--- src/rtl/tdc_pkg.sv ---
// ============================================================================
// Module      : tdc_pkg
// Description : Shared defaults, arm FSM state encoding and timestamp record
//               for the TDC tap decoder.
// Revision    : 1.0 - initial release
// ============================================================================
`default_nettype none

package tdc_pkg;

  localparam int DEF_NUM      = 12;
  localparam int DEF_COARSE_W = 16;
  localparam int DEF_DROP_W   = 8;

  // Fine code must be able to represent every count from 0 to num inclusive.
  function automatic int fine_w(input int num);
    return $clog2(num + 1);
  endfunction

  localparam int DEF_FINE_W = fine_w(DEF_NUM);

  typedef enum logic [0:0] {
    ARMED    = 1'b0,
    WAIT_LOW = 1'b1
  } arm_state_t;

  typedef struct packed {
    logic [DEF_COARSE_W-1:0] coarse;
    logic [DEF_FINE_W-1:0]   fine;
    logic                    sat;
  } ts_t;

endpackage

`default_nettype wire

--- src/rtl/tdc_tap_decoder_if.sv ---
// ============================================================================
// Module      : tdc_tap_decoder_if
// Description : Timestamp valid/ready channel from the tap decoder to the
//               readout side.
// Revision    : 1.0 - initial release
// ============================================================================
`default_nettype none

interface tdc_tap_decoder_if #(
  parameter int COARSE_W = 16,
  parameter int FINE_W   = 4
) ();

  logic                ts_valid;
  logic                ts_ready;
  logic [COARSE_W-1:0] ts_coarse;
  logic [FINE_W-1:0]   ts_fine;
  logic                ts_sat;

  modport master (
    output ts_valid,
    output ts_coarse,
    output ts_fine,
    output ts_sat,
    input  ts_ready
  );

  modport slave (
    input  ts_valid,
    input  ts_coarse,
    input  ts_fine,
    input  ts_sat,
    output ts_ready
  );

endinterface

`default_nettype wire

--- src/rtl/tdc_thermo_encoder.sv ---
// ============================================================================
// Module      : tdc_thermo_encoder
// Description : One registered stage: three-tap majority bubble correction
//               of the thermometer vector followed by a population count.
// Revision    : 1.0 - initial release
// ============================================================================
`default_nettype none

module tdc_thermo_encoder #(
  parameter int NUM    = 12,
  parameter int FINE_W = $clog2(NUM + 1)
) (
  input  wire logic              clk,
  input  wire logic              rst,
  input  wire logic [NUM-1:0]    taps,
  output logic      [FINE_W-1:0] fine,
  output logic                   sat
);

  // Tap -1 is treated as a one and tap NUM as a zero so the ends of the
  // chain vote like an ideal thermometer code.
  logic [NUM+1:0]    w_ext;
  logic [NUM-1:0]    w_corr;
  logic [FINE_W-1:0] w_count;

  assign w_ext = {1'b0, taps, 1'b1};

  for (genvar gi = 0; gi < NUM; gi++) begin : g_maj
    assign w_corr[gi] = (w_ext[gi]   & w_ext[gi+1]) |
                        (w_ext[gi]   & w_ext[gi+2]) |
                        (w_ext[gi+1] & w_ext[gi+2]);
  end

  // Population count of the corrected vector.
  always_comb begin
    w_count = '0;
    for (int i = 0; i < NUM; i++) begin
      w_count = w_count + FINE_W'(w_corr[i]);
    end
  end

  // Register the fine code and the saturation flag together.
  always_ff @(posedge clk) begin
    if (!rst) begin
      fine <= '0;
      sat  <= 1'b0;
    end else begin
      fine <= w_count;
      sat  <= w_corr[NUM-1];
    end
  end

endmodule

`default_nettype wire

--- src/rtl/tdc_tap_decoder.sv ---
// ============================================================================
// Module      : tdc_tap_decoder
// Description : Samples the delay-line taps, detects new hits, encodes the
//               fine code and emits {coarse, fine, sat} timestamps over a
//               valid/ready channel with a saturating drop counter.
// Revision    : 1.0 - initial release
// ============================================================================
`default_nettype none

module tdc_tap_decoder
  import tdc_pkg::*;
#(
  parameter int NUM      = DEF_NUM,
  parameter int COARSE_W = DEF_COARSE_W,
  parameter int FINE_W   = fine_w(NUM),
  parameter int DROP_W   = DEF_DROP_W
) (
  input  wire logic              clk,
  input  wire logic              rst,
  input  wire logic [NUM-1:0]    taps_in,
  input  wire logic              enable,
  tdc_tap_decoder_if.master      ts,
  output logic      [DROP_W-1:0] drop_count
);

  logic [NUM-1:0]      r_tap1;
  logic [NUM-1:0]      r_tap2;
  arm_state_t          r_state;
  logic                r_evt;
  logic [COARSE_W-1:0] r_cnt;
  logic [COARSE_W-1:0] r_cnt_d;
  logic [COARSE_W-1:0] r_coarse;
  logic [FINE_W-1:0]   w_fine;
  logic                w_sat;
  logic                r_valid;
  logic [COARSE_W-1:0] r_ts_coarse;
  logic [FINE_W-1:0]   r_ts_fine;
  logic                r_ts_sat;
  logic [DROP_W-1:0]   r_drop;
  logic                w_load;

  // Two-flop capture of the asynchronous tap vector.
  always_ff @(posedge clk) begin
    if (!rst) begin
      r_tap1 <= '0;
      r_tap2 <= '0;
    end else begin
      r_tap1 <= taps_in;
      r_tap2 <= r_tap1;
    end
  end

  // Arm FSM: one event per rising hit, re-armed only once tap 0 reads low.
  always_ff @(posedge clk) begin
    if (!rst) begin
      r_state <= ARMED;
      r_evt   <= 1'b0;
    end else begin
      r_evt <= 1'b0;
      case (r_state)
        ARMED: begin
          if (enable && r_tap2[0]) begin
            r_evt   <= 1'b1;
            r_state <= WAIT_LOW;
          end
        end
        WAIT_LOW: begin
          if (!r_tap2[0]) r_state <= ARMED;
        end
        default: r_state <= ARMED;
      endcase
    end
  end

  // Free-running coarse count; r_cnt_d holds the count seen while the
  // sample was in the first capture flop, r_coarse aligns it with the event.
  always_ff @(posedge clk) begin
    if (!rst) begin
      r_cnt    <= '0;
      r_cnt_d  <= '0;
      r_coarse <= '0;
    end else begin
      r_cnt    <= r_cnt + COARSE_W'(1);
      r_cnt_d  <= r_cnt;
      r_coarse <= r_cnt_d;
    end
  end

  tdc_thermo_encoder #(
    .NUM    (NUM),
    .FINE_W (FINE_W)
  ) u_enc (
    .clk  (clk),
    .rst  (rst),
    .taps (r_tap2),
    .fine (w_fine),
    .sat  (w_sat)
  );

  assign w_load = r_evt && (!r_valid || ts.ts_ready);

  // Output holding register and drop counter.
  always_ff @(posedge clk) begin
    if (!rst) begin
      r_valid     <= 1'b0;
      r_ts_coarse <= '0;
      r_ts_fine   <= '0;
      r_ts_sat    <= 1'b0;
      r_drop      <= '0;
    end else begin
      if (w_load) begin
        r_valid     <= 1'b1;
        r_ts_coarse <= r_coarse;
        r_ts_fine   <= w_fine;
        r_ts_sat    <= w_sat;
      end else if (ts.ts_ready) begin
        r_valid <= 1'b0;
      end
      if (r_evt && r_valid && !ts.ts_ready && (r_drop != '1)) begin
        r_drop <= r_drop + DROP_W'(1);
      end
    end
  end

  assign ts.ts_valid  = r_valid;
  assign ts.ts_coarse = r_ts_coarse;
  assign ts.ts_fine   = r_ts_fine;
  assign ts.ts_sat    = r_ts_sat;
  assign drop_count   = r_drop;

endmodule

`default_nettype wire
--- src/flat_wrapper.sv ---
// flat-port wrapper written by rule: the top's interface ports become plain ports
module tdc_tap_decoder_flat import tdc_pkg::*;
#(
  parameter int NUM      = DEF_NUM,
  parameter int COARSE_W = DEF_COARSE_W,
  parameter int FINE_W   = fine_w(NUM),
  parameter int DROP_W   = DEF_DROP_W
)
  (clk, rst, taps_in, enable, drop_count, ts_ts_valid, ts_ts_coarse, ts_ts_fine, ts_ts_sat, ts_ts_ready);
  tdc_tap_decoder_if #(.COARSE_W(COARSE_W), .FINE_W(FINE_W)) ts_i ();
  input  wire logic clk;
  input  wire logic rst;
  input  wire logic [NUM-1:0] taps_in;
  input  wire logic enable;
  output logic      [DROP_W-1:0] drop_count;
  output wire logic [$bits(ts_i.ts_valid)-1:0] ts_ts_valid;
  output wire logic [$bits(ts_i.ts_coarse)-1:0] ts_ts_coarse;
  output wire logic [$bits(ts_i.ts_fine)-1:0] ts_ts_fine;
  output wire logic [$bits(ts_i.ts_sat)-1:0] ts_ts_sat;
  input wire logic [$bits(ts_i.ts_ready)-1:0] ts_ts_ready;
  assign ts_ts_valid = ts_i.ts_valid;
  assign ts_ts_coarse = ts_i.ts_coarse;
  assign ts_ts_fine = ts_i.ts_fine;
  assign ts_ts_sat = ts_i.ts_sat;
  assign ts_i.ts_ready = ts_ts_ready;
  tdc_tap_decoder #(.NUM(NUM), .COARSE_W(COARSE_W), .FINE_W(FINE_W), .DROP_W(DROP_W)) u_core (.clk(clk), .rst(rst), .taps_in(taps_in), .enable(enable), .ts(ts_i), .drop_count(drop_count));
endmodule
--- config.mk ---
export PLATFORM = sky130hd
export DESIGN_NAME = tdc_tap_decoder_flat
export DESIGN_NICKNAME = d
export VERILOG_FILES = /design/src/rtl/tdc_pkg.sv /design/src/rtl/tdc_tap_decoder_if.sv /design/src/rtl/tdc_thermo_encoder.sv /design/src/rtl/tdc_tap_decoder.sv /design/src/flat_wrapper.sv
export SDC_FILE = /design/constraint.sdc
export NUM_CORES = 1
export LEC_CHECK = 0
export CORE_MARGIN = 10
export CORE_UTILIZATION = 54
export DETAILED_ROUTE_END_ITERATION = 10
export HOLD_SLACK_MARGIN = 0.08
export PLACE_DENSITY = 0.77
export SLEW_MARGIN = 5
export SYNTH_ARGS = -nofsm -noshare
export SYNTH_HDL_FRONTEND = slang
export SYNTH_HIERARCHICAL = 1
export SYNTH_SLANG_ARGS = --single-unit
--- constraint.sdc ---
create_clock -name clk -period 4 [get_ports clk]
set_input_delay 0.8 -clock clk [delete_from_list [all_inputs] [get_ports clk]]
set_output_delay 0.8 -clock clk [all_outputs]
set_load 0.01 [all_outputs]
==> results.md <==
- The flow ran to the end, and the final reports show no timing, DRC or antenna violations.
- The share of the clock period used by the worst path after layout is 95.5%.
- The via count of the first global-routing pass is between 2,000 and 2,500.
- The clock root buffer is sky130_fd_sc_hd__clkbuf_8.
- The count of cell types in the netlist is 40.
- sky130_fd_sc_hd__dfxtp_1 takes more of the synthesized area than any other cell.
- The startpoint of the worst setup timing path is u_core/r_tap2[6]$_SDFF_PN0_.
- The I/O pin count is 46.
- The overall power is approximately 1.8 mW.
- The post-detailed-routing wire length is ~6600 microns.
- The die width is approximately 100 microns.
- Dividing the synthesized area by the synthesized cell count gives roughly 10 sq um.
- Entering global routing, the biggest net connects between 60 and 70 pins.
- The compound-gate portion of the synthesized area is around 7%.
- The share of synthesized area occupied by flip-flops and latches is 56.5%.
- After filler insertion, the fill cell instance count of the layout stands at roughly 550.
- The setup total negative slack is 0 ns.
- In the synthesized netlist, mux cells make up less than 1% of the area.
- The number of max-slew violations in the final report is 0.
- The final number of hold-violating endpoints is 0.
- The number of antenna violations at the first check in global routing came to 0.
- Compared with the post-synthesis result, the final layout area differs by 18.5%.
- The H-tree depth reported by CTS is 3.
- Across the routed clock network, the largest skew measured is approximately 0.012 ns.
- The floorplan step defined a die boundary enclosing 10,900 sq um.
- The synthesized design contains around 110 register bits.
- For this run the aggregate overflow at the end of global routing stands at 0.
- The data required time of the worst path is ~4.3 ns.
- The initialized floorplan defines 30 standard-cell rows.
- The synthesized cell area is slightly below 4000 sq um.
- In this run, the number of DRC markers left after iteration 0 of detailed routing was 77.
- The number of port buffers is 45.
- The worst setup path is captured at a flop.
- In this run the most critical hold path is launched from u_core/r_cnt_d[13]$_SDFF_PN0_.
- The per-cell routed wire length is about 13 microns.
- In the final layout, the share of cells above drive strength 1 is ~7.4%.
- Across the run, the number of max-cap violations was 0.
- In this run the power density over the cells is between 300 and 400 nW/um^2.
- The critical path goes through maj3_2, fa_1, inv_1, fa_1, fa_1, inv_1, fa_1, ha_1, fa_1, xor2_1, and2_1.
- The weighted congestion at the end of routability-driven global placement is between 0.8 and 0.9.
- The total area inside the core boundary comes to around 6900 sq um.
- 0 antenna diodes ended up in the layout.
- Counting along the longest clock path gives a buffer depth of 2.
- The largest voltage drop on the vdd net is just under 0.2 mV.
- After detailed routing, the number of remaining DRC violations is 0.
- The type of the worst setup path is reg -> reg.
- The area share of the leading cell type in the synthesized netlist is between 50% and 60%.
- In this run the post-CTS setup repair buffer count came out at 0.
- The first global-routing pass estimated roughly 11,000 microns of wire.
- Synthesis produced ~380 cells.
- The total nets after synthesis is between 400 and 500.
- STA classifies the critical path startpoint as a flop.
- Clock-pin slew was measured on the worst setup and hold paths at ~0.10 ns.
- The dominant combinational cell family by area after synthesis is simple AND/OR/NAND/NOR gates.
- In this run the worst hold path is classified as reg -> reg.
- The post-synthesis adder-cell area fraction is 7.04%.
- The reg-to-reg critical path startpoint is u_core/r_tap2[6]$_SDFF_PN0_.
- Counting I/O delays and the setup requirement, the final critical path takes between 3 and 4 ns.
- After Yosys synthesis, and, or, nand and nor cells account for 22.8% of the synthesized area.
- The slowest stage of the critical path is the sky130_fd_sc_hd__fa_1 cell.
- The flip-flop cell with the highest count after synthesis is sky130_fd_sc_hd__dfxtp_1.
- By area the synthesized netlist is led by sky130_fd_sc_hd__dfxtp_1 57%, sky130_fd_sc_hd__and2_1 9.6%, sky130_fd_sc_hd__nand2_1 4.8%.
- The net total in the final layout is ~460.
- For the pin with the worst max-slew slack, the measured transition is a little under 0.8 ns.
- The detail route stage leaves a number of antenna-violating nets equal to 0.
- In this design, the stage delay of the slowest critical-path cell is roughly 0.55 ns.
- Counting flops with an async set or reset pin after synthesis yields a share of 0%.
- The headroom to the max-slew limit is between 40% and 50%.
- The effective utilization at floorplan is 56.2%.
- The number of synthesized flops with an enable pin is 0.
- The HPWL after detailed placement is around 4700 microns.
- The utilization after layout is 66.6%.
- The number of failing setup endpoints in the final timing report is 0.
- Summing the areas of all xor and xnor instances in the mapped netlist gives 3.18% of the synthesized area.
- Setup repair after global routing left no endpoint under its margin.
- TritonCTS built the clock tree.
- Summed over all cells, the static leakage comes to between 1.5 and 2 nW.
- After clock tree synthesis, the repair step resized 0 gates.
- Measured along the y axis, the die boundary spans approximately 100 microns.
- The worst path arrival time is 4.08 ns.
- The overall track demand over capacity in global routing is around 12%.
- At the later pin of the worst-skew pair, clock insertion delay measures around 0.37 ns.
- The CTS buffer count is 9.
- The count of synthesis-stage warnings from yosys is 6.
- Along the worst path, the maximum fanout reaches 4.
- The cell that appears most often on the critical path is sky130_fd_sc_hd__fa_1.
- The count of TritonRoute iterations in the first routing pass is 4.
- The highest achievable clock rate is about 260 MHz.
- The post-cts hold buffer count is 0.
- The ratio of routed vias to standard cells is roughly 4.8.
- Detailed routing inserted a total of 2,562 vias.
- The number of sinks driven by the clock tree is ~110.
cell families after synthesis:
logic type               Yosys count
multiplexers                       2
adder cells (fa/ha/maj)           18
buffers and inverters             26
flip-flops                       109
AND/OR/NAND/NOR                  168
XOR/XNOR                          14
AO/OA/AOI/OAI                     47
per-layer routing:
metal  global-route usage [%]  wire (microns)  part of all wire (%)  vias to the layer above
li1                         -               -                     -                     1342
met2                     19.2            2890                    44                       56
met5                        0               0                     0                        -
met3                     3.75             365                   5.5                        8
met4                     5.96             106                   1.6                        0
met1                     15.4            3260                    49                     1156
critical path, delay by kind of cell, from the launching register on:
family / cells / cell delay (ns)
AND/OR/NAND/NOR: 1 / 0.16
adder cells (fa/ha/maj): 7 / 2.96
buffers and inverters: 2 / 0.10
XOR/XNOR: 1 / 0.17
flip-flops: 1 / 0.35
cell usage in the layout, fill, tap and decap left out, types with 5 or more instances in the layout:
cell and n:
sky130_fd_sc_hd__dfxtp_1 109, sky130_fd_sc_hd__inv_1 10, sky130_fd_sc_hd__xor2_1 6, sky130_fd_sc_hd__xnor2_1 8, sky130_fd_sc_hd__clkdlybuf4s50_1 45, sky130_fd_sc_hd__nand3_1 10, sky130_fd_sc_hd__and2_1 59, sky130_fd_sc_hd__fa_1 7
sky130_fd_sc_hd__nand2_1 49, sky130_fd_sc_hd__maj3_2 5, sky130_fd_sc_hd__ha_1 6, sky130_fd_sc_hd__o21ai_0 9, sky130_fd_sc_hd__clkbuf_8 10, sky130_fd_sc_hd__nor2_1 25, sky130_fd_sc_hd__nor3_1 6, sky130_fd_sc_hd__a21oi_1 23
cells in the mapped netlist (2+ instances only):
cell type	instances
sky130_fd_sc_hd__nor2_1	25
sky130_fd_sc_hd__xor2_1	6
sky130_fd_sc_hd__a211oi_1	3
sky130_fd_sc_hd__a21o_1	3
sky130_fd_sc_hd__xnor2_1	8
sky130_fd_sc_hd__a21o_2	2
sky130_fd_sc_hd__a31oi_1	3
sky130_fd_sc_hd__inv_1	10
sky130_fd_sc_hd__nand4_1	3
sky130_fd_sc_hd__fa_1	7
sky130_fd_sc_hd__and3_1	3
sky130_fd_sc_hd__clkbuf_1	14
sky130_fd_sc_hd__nand2_1	49
sky130_fd_sc_hd__maj3_2	5
sky130_fd_sc_hd__o21bai_1	2
sky130_fd_sc_hd__nand4_2	2
sky130_fd_sc_hd__ha_1	6
sky130_fd_sc_hd__and2_1	59
sky130_fd_sc_hd__nor3_1	6
sky130_fd_sc_hd__dfxtp_1	109
sky130_fd_sc_hd__o21ai_0	9
sky130_fd_sc_hd__nand3_1	10
sky130_fd_sc_hd__a21oi_1	23
registers in the layout, summed over array words and instances, names as in the netlist:
register             cells
u_core/r_cnt_d          16
u_core/ts.ts_coarse     16
u_core/r_cnt            16
u_core/ts.ts_valid       1
u_core/drop_count        8
u_core/ts.ts_sat         1
u_core/r_tap1           12
u_core/r_state           1
u_core/r_evt             1
u_core/ts.ts_fine        4
u_core/r_tap2           12
u_core/u_enc/sat         1
u_core/u_enc/fine        4
u_core/r_coarse         16
where the power goes:
part | switching, mW | leakage [nW] | internal [mW] | total (mW)
Sequential | 0.0113 | 0.885 | 1.10 | 1.12
Clock | 0.358 | 0.0889 | 0.247 | 0.605
Combinational | 0.0351 | 0.787 | 0.0372 | 0.0723
through the flow:
| step | instances | hold WS, ns | cell area, sq um | worst slack, ns |
|---|---|---|---|---|
| global route | 529 | 0.449 | 4570 | 0.0388 |
| CTS | 529 | 0.434 | 4570 | 0.171 |
| floorplan | 384 | 0.398 | 3860 | 0.307 |
| detailed placement | 513 | 0.416 | 4390 | 0.153 |
| finish | 529 | 0.430 | 4570 | 0.182 |
| global placement | 513 | 0.410 | 4390 | 0.276 |
cell type report:
| class | instances | area, sq um | share of cell area (%) |
|---|---|---|---|
| Timing Repair Buffer | 48 | 473 | 10.3 |
| Clock buffer | 10 | 138 | 3.01 |
| Inverter | 11 | 41.3 | 0.903 |
| Multi-Input combinational cell | 249 | 1570 | 34.4 |
| Tap cell | 96 | 120 | 2.63 |
| Sequential cell | 109 | 2180 | 47.7 |
| Clock inverter | 6 | 46.3 | 1.01 |
path summary, 6_finish.rpt:
| kind | to | slack (ns) | depth (start not counted) |
|---|---|---|---|
| hold reg to reg | u_core/r_coarse[13]$_SDFF_PN0_ | 0.43 | 1 |
| setup reg to reg | u_core/u_enc/fine[2]$_SDFF_PN0_ | 0.18 | 11 |
| hold / removal | u_core/r_coarse[13]$_SDFF_PN0_ | 0.43 | 1 |
| setup / recovery | u_core/u_enc/fine[2]$_SDFF_PN0_ | 0.18 | 11 |
(Power assumes the default switching activity.)
